### src/rtl/stage_5_wb.sv
// rtl/stage_5_wb.sv - RV32I writeback stage: MEM/WB register, load formatting, regfile write mux
// Optional retire counter enabled by WB_RETIRE_CNT_EN.
module stage_5_wb #(
  parameter int XLEN       = 32,
  parameter int REG_ADDR_W = 5
) (
  input  logic                  clk,
  input  logic                  rst,
  input  logic                  stall,
  input  logic                  flush,
  input  logic                  in_valid,
  input  logic [REG_ADDR_W-1:0] in_rd,
  input  logic                  in_load_regfile,
  input  logic [2:0]            in_regfilemux_sel,
  input  logic [2:0]            in_funct3,
  input  logic [XLEN-1:0]       in_alu_out,
  input  logic                  in_br_en,
  input  logic [XLEN-1:0]       in_u_imm,
  input  logic [XLEN-1:0]       in_pc,
  input  logic [XLEN-1:0]       in_mem_rdata,
  output logic [REG_ADDR_W-1:0] rd,
  output logic                  load_regfile,
  output logic [XLEN-1:0]       regfilemux_out,
  output logic                  wb_valid,
  output logic                  retire
`ifdef WB_RETIRE_CNT_EN
  , output logic [63:0]         retire_count
`endif
);

  logic                  valid_q, valid_d;
  logic [REG_ADDR_W-1:0] rd_q, rd_d;
  logic                  load_q, load_d;
  logic [2:0]            sel_q, sel_d;
  logic [2:0]            funct3_q, funct3_d;
  logic [XLEN-1:0]       alu_q, alu_d;
  logic                  br_q, br_d;
  logic [XLEN-1:0]       uimm_q, uimm_d;
  logic [XLEN-1:0]       pc_q, pc_d;
  logic [XLEN-1:0]       rdata_q, rdata_d;

  // Stall freezes the whole register, including valid, so a held instruction survives a flush.
  always_comb begin
    valid_d  = valid_q;
    rd_d     = rd_q;
    load_d   = load_q;
    sel_d    = sel_q;
    funct3_d = funct3_q;
    alu_d    = alu_q;
    br_d     = br_q;
    uimm_d   = uimm_q;
    pc_d     = pc_q;
    rdata_d  = rdata_q;
    if (!stall) begin
      valid_d  = in_valid & ~flush;
      rd_d     = in_rd;
      load_d   = in_load_regfile;
      sel_d    = in_regfilemux_sel;
      funct3_d = in_funct3;
      alu_d    = in_alu_out;
      br_d     = in_br_en;
      uimm_d   = in_u_imm;
      pc_d     = in_pc;
      rdata_d  = in_mem_rdata;
    end
  end

  always_ff @(posedge clk or posedge rst) begin
    if (rst) begin
      valid_q  <= 1'b0;
      rd_q     <= '0;
      load_q   <= 1'b0;
      sel_q    <= '0;
      funct3_q <= '0;
      alu_q    <= '0;
      br_q     <= 1'b0;
      uimm_q   <= '0;
      pc_q     <= '0;
      rdata_q  <= '0;
    end else begin
      valid_q  <= valid_d;
      rd_q     <= rd_d;
      load_q   <= load_d;
      sel_q    <= sel_d;
      funct3_q <= funct3_d;
      alu_q    <= alu_d;
      br_q     <= br_d;
      uimm_q   <= uimm_d;
      pc_q     <= pc_d;
      rdata_q  <= rdata_d;
    end
  end

  logic [7:0]      ld_byte;
  logic [15:0]     ld_half;
  logic [XLEN-1:0] ld_fmt;

  always_comb begin
    ld_byte = rdata_q[8*alu_q[1:0] +: 8];
    ld_half = alu_q[1] ? rdata_q[31:16] : rdata_q[15:0];
    case (funct3_q)
      3'b000:  ld_fmt = {{(XLEN-8){ld_byte[7]}}, ld_byte};
      3'b100:  ld_fmt = {{(XLEN-8){1'b0}}, ld_byte};
      3'b001:  ld_fmt = {{(XLEN-16){ld_half[15]}}, ld_half};
      3'b101:  ld_fmt = {{(XLEN-16){1'b0}}, ld_half};
      3'b010:  ld_fmt = rdata_q;
      default: ld_fmt = '0;
    endcase
  end

  always_comb begin
    case (sel_q)
      3'd0:    regfilemux_out = alu_q;
      3'd1:    regfilemux_out = {{(XLEN-1){1'b0}}, br_q};
      3'd2:    regfilemux_out = uimm_q;
      3'd3:    regfilemux_out = ld_fmt;
      3'd4:    regfilemux_out = pc_q + XLEN'(4);
      default: regfilemux_out = '0;
    endcase
  end

  assign wb_valid     = valid_q;
  assign rd           = valid_q ? rd_q : '0;
  assign load_regfile = valid_q & load_q & (rd_q != '0);
  assign retire       = valid_q & ~stall;

`ifdef WB_RETIRE_CNT_EN
  logic [63:0] retire_count_q, retire_count_d;

  always_comb begin
    retire_count_d = retire_count_q;
    if (retire) retire_count_d = retire_count_q + 64'd1;
  end

  always_ff @(posedge clk or posedge rst) begin
    if (rst) retire_count_q <= '0;
    else     retire_count_q <= retire_count_d;
  end

  assign retire_count = retire_count_q;
`endif

endmodule
### config.mk
export PLATFORM = sky130hd
export DESIGN_NAME = stage_5_wb
export DESIGN_NICKNAME = d
export VERILOG_FILES = /design/src/rtl/stage_5_wb.sv
export SDC_FILE = /design/constraint.sdc
export NUM_CORES = 1
export LEC_CHECK = 0
export CAP_MARGIN = 20
export CORE_MARGIN = 2
export CORE_UTILIZATION = 53
export DETAILED_ROUTE_END_ITERATION = 12
export GPL_TIMING_DRIVEN = 1
export PLACE_DENSITY = 0.89
export SLEW_MARGIN = 10
export SYNTH_ARGS = -nofsm -noshare
export SYNTH_HDL_FRONTEND = slang
export SYNTH_SLANG_ARGS = --single-unit
### constraint.sdc
create_clock -name clk -period 9.24 [get_ports clk]
set_input_delay 0.924 -clock clk [delete_from_list [all_inputs] [get_ports clk]]
set_output_delay 0.924 -clock clk [all_outputs]
set_load 0.05 [all_outputs]
==> results.md, run 1 <==
* Min-Delay Path Class: reg -> reg
* CTS tree: done
* Iter 0 DRT Violations at 632
* Ant. Diodes at 0
* Placed insts at 923
* Post-Route WL at 20400 µm
* Critical path class: reg -> out
* Net Sw Frac at 0.291
* Post-DP HPWL at 14900 µm
* Share of layout cells above drive strength 1 at 0.256
* Clk_lat worst skew at 0.43 ns
* Hold_buf cts at 0
* Grt ovf at 0
* Syn Inst Count at 597
* Via Count at 5732
* CP Launch Type: flop
* Worst R2R Setup Slack at 8.03 ns
* Final non-filler cell total at 954
* Chip Height at 121 µm
* GR Util met3 at 0.0639
* Vias/cell at 6.01
* Pre-antenna DRT Iters at 5
* Post-cts resize count at 0
* Max Root-Sink Buffers at 2
* Setup crit end kind: output port
* Core Area at 0.0133 mm²
* Post-synth EDFFs at 0
* Worst hold stages at 1
* Unrepaired setup endpoints after global routing: no
* Switching pwr at 552 µW
* Fin Setup TNS at 0 ns
* Grt peak-use layer: met2
* IO Pins at 186
* Final core utilization at 0.736
* Worst-Margin Slew at 1.03 ns
* Hold EP: alu_q[13]
* Rows at 42
* Die Area at 0.0147 mm²
* Synth Register Bits at 142
* Leakage power at 3.88 nW
* Critical Path RT at 8.32 ns
* CTS Buf Count at 17
* VDD IR-drop max at 0.000133 V
* Synth Net Count at 744
* Clock sinks at 142
* RD Place Congestion at 1.03
* WL/cell at 21.3 µm
* Pwr per Cell Area at 193 mW/mm²
* Fmax at 229 MHz
* Initial cell density of the core at 0.547
* Register area share after synthesis at 0.487
* Synth warn at 0
* CTS clk-pin slew, worst paths at 0.06 ns
* Internal at 1.34 mW
* Ranking of synthesized cells by area: dfrtp_1, mux2_2, mux2i_1
* Endpoints failing setup at 0
* Period utilization at 0.472
* Unique masters post-synth at 61
* Clk pwr share at 0.375
* Logic pwr share at 0.230
* Most used DFF post-synth: dfrtp_1
* Reg2reg start: sel_q[1]
* Mapped cell area at 0.00730 mm²
* Status: completed
* Max-Cap Viols at 0
* Vias in the first global route at 5712
* Slew HR at 0.315
* Clock skew after layout at 0 ns
* Arrival @ worst endpoint at 3.44 ns
* Met2 Usage GRT at 0.456
* Root Buffer: clkbuf_16
* Minimum clock period at 4.37 ns
* Syn Area/Cell at 12.2 µm²
* Crit path max fanout at 13
* Register share of total power at 0.395
* NumNets Final at 913
* Yosys top cell by area: dfrtp_1
* Post-synth top area share at 0.487
* Initial antenna violation count at 0
* FFs w/ async S/R, synth at 1.00
* Worst R2R Path Depth at 2
* Final Slew Violations at 0
* First-pass GRT wire length at 31300 µm
* Total Routing Usage GR at 0.282
* Post-route ant nets at 0
* Largest net degree at the start of global routing at 84
* Final Hold Viols at 0
* H-Tree Depth at 4
* Min-Delay Startpoint: alu_q[13]
* Worst flop-to-flop path endpoint: sel_q[1]
* Most frequent cell after synthesis: mux2_2
* Syn-to-layout area delta at 34.6%
* Post-CTS setup buffer count at 0
* Remaining routing DRC violations at 0
* Met1 usage at 0.375
* Die span in x at 121 µm
* Post-synth top cells: mux2_2, dfrtp_1, mux2i_1, nor2_1, xnor2_1
* # port buffers at 185
[kinds of logic after synthesis]
logic type,Yosys count,synth area share
muxes,173,0.262
DFF,142,0.487
and+or+nand+nor,121,0.0949
AOI/OAI and AO/OA,91,0.0949
buffers and inverters,42,0.0272
xor gates and xnor gates,27,0.0324
adders and majority gates,1,0.00171
[final cells by class]
type	instances	area (µm²)
repair buffers	188	1880
clock buffers	19	443
inverters	4	20.0
fillers	932	3520
flip-flops and latches	142	3550
multi-input cells	413	3550
clock inverters	12	169
well taps	176	220
[state kept, by name, summed over array words and instances, names as in the netlist]
register,flops
alu_q,32
pc_q,32
rdata_q,32
uimm_q,32
rd_q,5
funct3_q,3
sel_q,3
br_q,1
load_q,1
wb_valid,1
[critical path: stages (launching register included)]
cell	delay, ns
dfrtp_1	0.71
mux2i_1	0.50
nor2_1	0.16
o21a_1	0.33
a311oi_1	0.34
o21ai_0	0.21
clkdlybuf4s50_1	0.76
[through the flow]
step           hold slack, ns  area [µm²]  setup WS, ns  total power [mW]
3_3_place_gp            0.488        9220          5.50              1.17
4_1_cts                 0.506        9830          4.94              1.90
2_1_floorplan           0.478        7300          4.51              1.02
3_5_place_dp            0.493        9220          5.38              1.19
6_report                0.504        9830          4.87              1.90
5_1_grt                 0.514        9830          4.69              1.96
[cells in the final DEF, fill, tap and decap left out, types with 8 or more instances in the layout]
cell type        instances
clkdlybuf4s50_1        184
mux2_2                 145
dfrtp_1                142
mux2i_1                 28
nor2_1                  25
xnor2_1                 24
nand2_1                 23
clkbuf_16               17
nor3_1                  16
o21ai_1                 14
a222oi_1                12
nand3_1                 10
a211oi_1                 9
o211ai_1                 8
a21oi_1                  8
[per-layer routing]
layer / wire [µm] / up-vias
li1: - / 2557
met2: 9700 / 302
met4: 589 / 0
met3: 1710 / 54
met5: 0 / -
met1: 8370 / 2819
[power by group through the flow]
stage | clock [mW] | sequential (mW) | combinational (mW)
after global placement | 0 | 0.752 | 0.422
final | 0.711 | 0.750 | 0.435
after CTS | 0.717 | 0.748 | 0.435
after global routing | 0.744 | 0.757 | 0.459
after floorplan | 0 | 0.730 | 0.286
after detailed placement | 0 | 0.758 | 0.432
[worst max-delay path by stage]
stage                     startpoint  slack [ns]                  to
after global placement      alu_q[1]        5.50  regfilemux_out[10]
after floorplan                  rst        4.51            alu_q[0]
after global routing        sel_q[2]        4.69  regfilemux_out[29]
after CTS                   alu_q[1]        4.94  regfilemux_out[18]
final                       alu_q[1]        4.87  regfilemux_out[18]
after detailed placement    alu_q[1]        5.38  regfilemux_out[18]
(Power assumes the default switching activity.)
==> run 2, diff against run 1 <==
--- a/config.mk
+++ b/config.mk
@@ -7,10 +7,10 @@
 export LEC_CHECK = 0
 export CAP_MARGIN = 20
 export CORE_MARGIN = 2
-export CORE_UTILIZATION = 53
+export CORE_UTILIZATION = 45
 export DETAILED_ROUTE_END_ITERATION = 12
 export GPL_TIMING_DRIVEN = 1
-export PLACE_DENSITY = 0.89
+export PLACE_DENSITY = 0.8
 export SLEW_MARGIN = 10
 export SYNTH_ARGS = -nofsm -noshare
 export SYNTH_HDL_FRONTEND = slang
==> constraint.sdc (replaced) <==
create_clock -name clk -period 3.95 [get_ports clk]
set_input_delay 0.395 -clock clk [delete_from_list [all_inputs] [get_ports clk]]
set_output_delay 0.395 -clock clk [all_outputs]
set_load 0.05 [all_outputs]
==> results.md, run 2 (synthesis gave the netlist of run 1 again) <==
* Net Sw Frac at 0.307
* Clock skew after layout at 0 ns
* Initial antenna violation count at 0
* CTS clk-pin slew, worst paths at 0.06 ns
* Ant. Diodes at 0
* Max-Cap Viols at 0
* Critical Path RT at 3.56 ns
* Post-Route WL at 21200 µm
* Die span in x at 131 µm
* Status: completed
* Final Slew Violations at 0
* Via Count at 5610
* Leakage power at 3.95 nW
* Minimum clock period at 3.38 ns
* NumNets Final at 916
* Total Routing Usage GR at 0.253
* Vias/cell at 5.63
* Die Area at 0.0173 mm²
* Rows at 46
* Final non-filler cell total at 997
* Final core utilization at 0.624
* Final Hold Viols at 0
* Met1 usage at 0.337
* Clk_lat worst skew at 0.42 ns
* RD Place Congestion at 0.909
* Post-cts resize count at 0
* Crit path max fanout at 16
* Switching pwr at 1.33 mW
* Post-CTS setup buffer count at 0
* Post-DP HPWL at 15800 µm
* Final Instance Area at 0.00991 mm²
* Arrival @ worst endpoint at 2.99 ns
* Share of layout cells above drive strength 1 at 0.293
* Pwr per Cell Area at 436 mW/mm²
* Setup slack after placement at 1.03 ns
* Fin Setup TNS at 0 ns
* Period utilization at 0.857
* Grt peak-use layer: met2
* GR Util met3 at 0.0671
* Largest net degree at the start of global routing at 79
* Max Root-Sink Buffers at 2
* Vias in the first global route at 5974
* Filler Cells Inserted at 1225
* Logic pwr share at 0.245
* CTS tree: done
* First-pass GRT wire length at 33900 µm
* Chip Height at 131 µm
* Clk pwr share at 0.349
* Post-route ant nets at 0
* Placed insts at 966
* Min-Delay Path Class: in -> async
* Worst-Margin Slew at 0.884 ns
* Worst setup margin at 0.565 ns
* Unrepaired setup endpoints after global routing: no
* Pre-antenna DRT Iters at 5
* Setup crit end kind: output port
* VDD IR-drop max at 0.000315 V
* Met2 Usage GRT at 0.408
* Grt ovf at 0
* Syn-to-layout area delta at 35.8%
* CP Launch Type: flop
* Endpoints failing setup at 0
* # port buffers at 185
* Slew HR at 0.408
* Remaining routing DRC violations at 0
* IO Pins at 186
* Fmax at 295 MHz
* CTS Buf Count at 17
* Iter 0 DRT Violations at 376
* Critical path class: reg -> out
* Root Buffer: clkbuf_16
* Register share of total power at 0.406
* Post-DP Area at 0.00936 mm²
* Clock sinks at 142
* Initial cell density of the core at 0.460
* WL/cell at 21.3 µm
* Core Area at 0.0159 mm²
* Hold Slack at 0.353 ns
* Tot Pwr at 4.32 mW
* Hold_buf cts at 0
* Most frequent cells in the layout: clkdlybuf4s50_1, mux2_2, dfrtp_1
* Internal at 2.99 mW
* Most common cell after layout, fill and taps aside: clkdlybuf4s50_1
* H-Tree Depth at 4
## run 2: final timing paths
kind / cells past startpoint / to / slack, ns / startpoint
min in group clk: 3 / wb_valid / 0.50 / stall
max: 6 / regfilemux_out[3] / 0.57 / funct3_q[1]
min: 2 / uimm_q[9] / 0.35 / rst
max in group asynchronous: 3 / rd_q[4] / 2.69 / rst
max reg2reg: 2 / sel_q[1] / 2.82 / sel_q[1]
min reg2reg: 1 / alu_q[18] / 0.51 / alu_q[18]
## run 2: metal layers
| layer | vias up | wire length (µm) |
|---|---|---|
| met5 | - | 0 |
| met4 | 0 | 361 |
| met3 | 22 | 1440 |
| met2 | 201 | 10100 |
| met1 | 2828 | 9360 |
| li1 | 2559 | - |
## run 2: power by group through the flow
stage,clock network (mW),logic [mW],registers [mW]
final,1.51,1.06,1.75
after global placement,0,1.04,1.76
after detailed placement,0,1.06,1.77
after CTS,1.52,1.06,1.75
after global routing,1.60,1.12,1.77
after floorplan,0,0.669,1.71
## run 2: worst max-delay path, stage by stage, from the launching register on
cell and delay (ns):
dfrtp_1 0.76, inv_2 0.12, or2_4 0.30, o31ai_4 0.10, a222oi_1 0.20, o22ai_1 0.23, clkdlybuf4s50_1 0.85
## run 2: final cells by class
class	count	area, µm²	share of cell area
multi-input cells	413	3550	0.358
inverters	4	18.8	0.00189
clock buffers	23	498	0.0502
well taps	216	270	0.0273
clock inverters	8	56.3	0.00568
flip-flops and latches	142	3550	0.358
repair buffers	191	1970	0.199
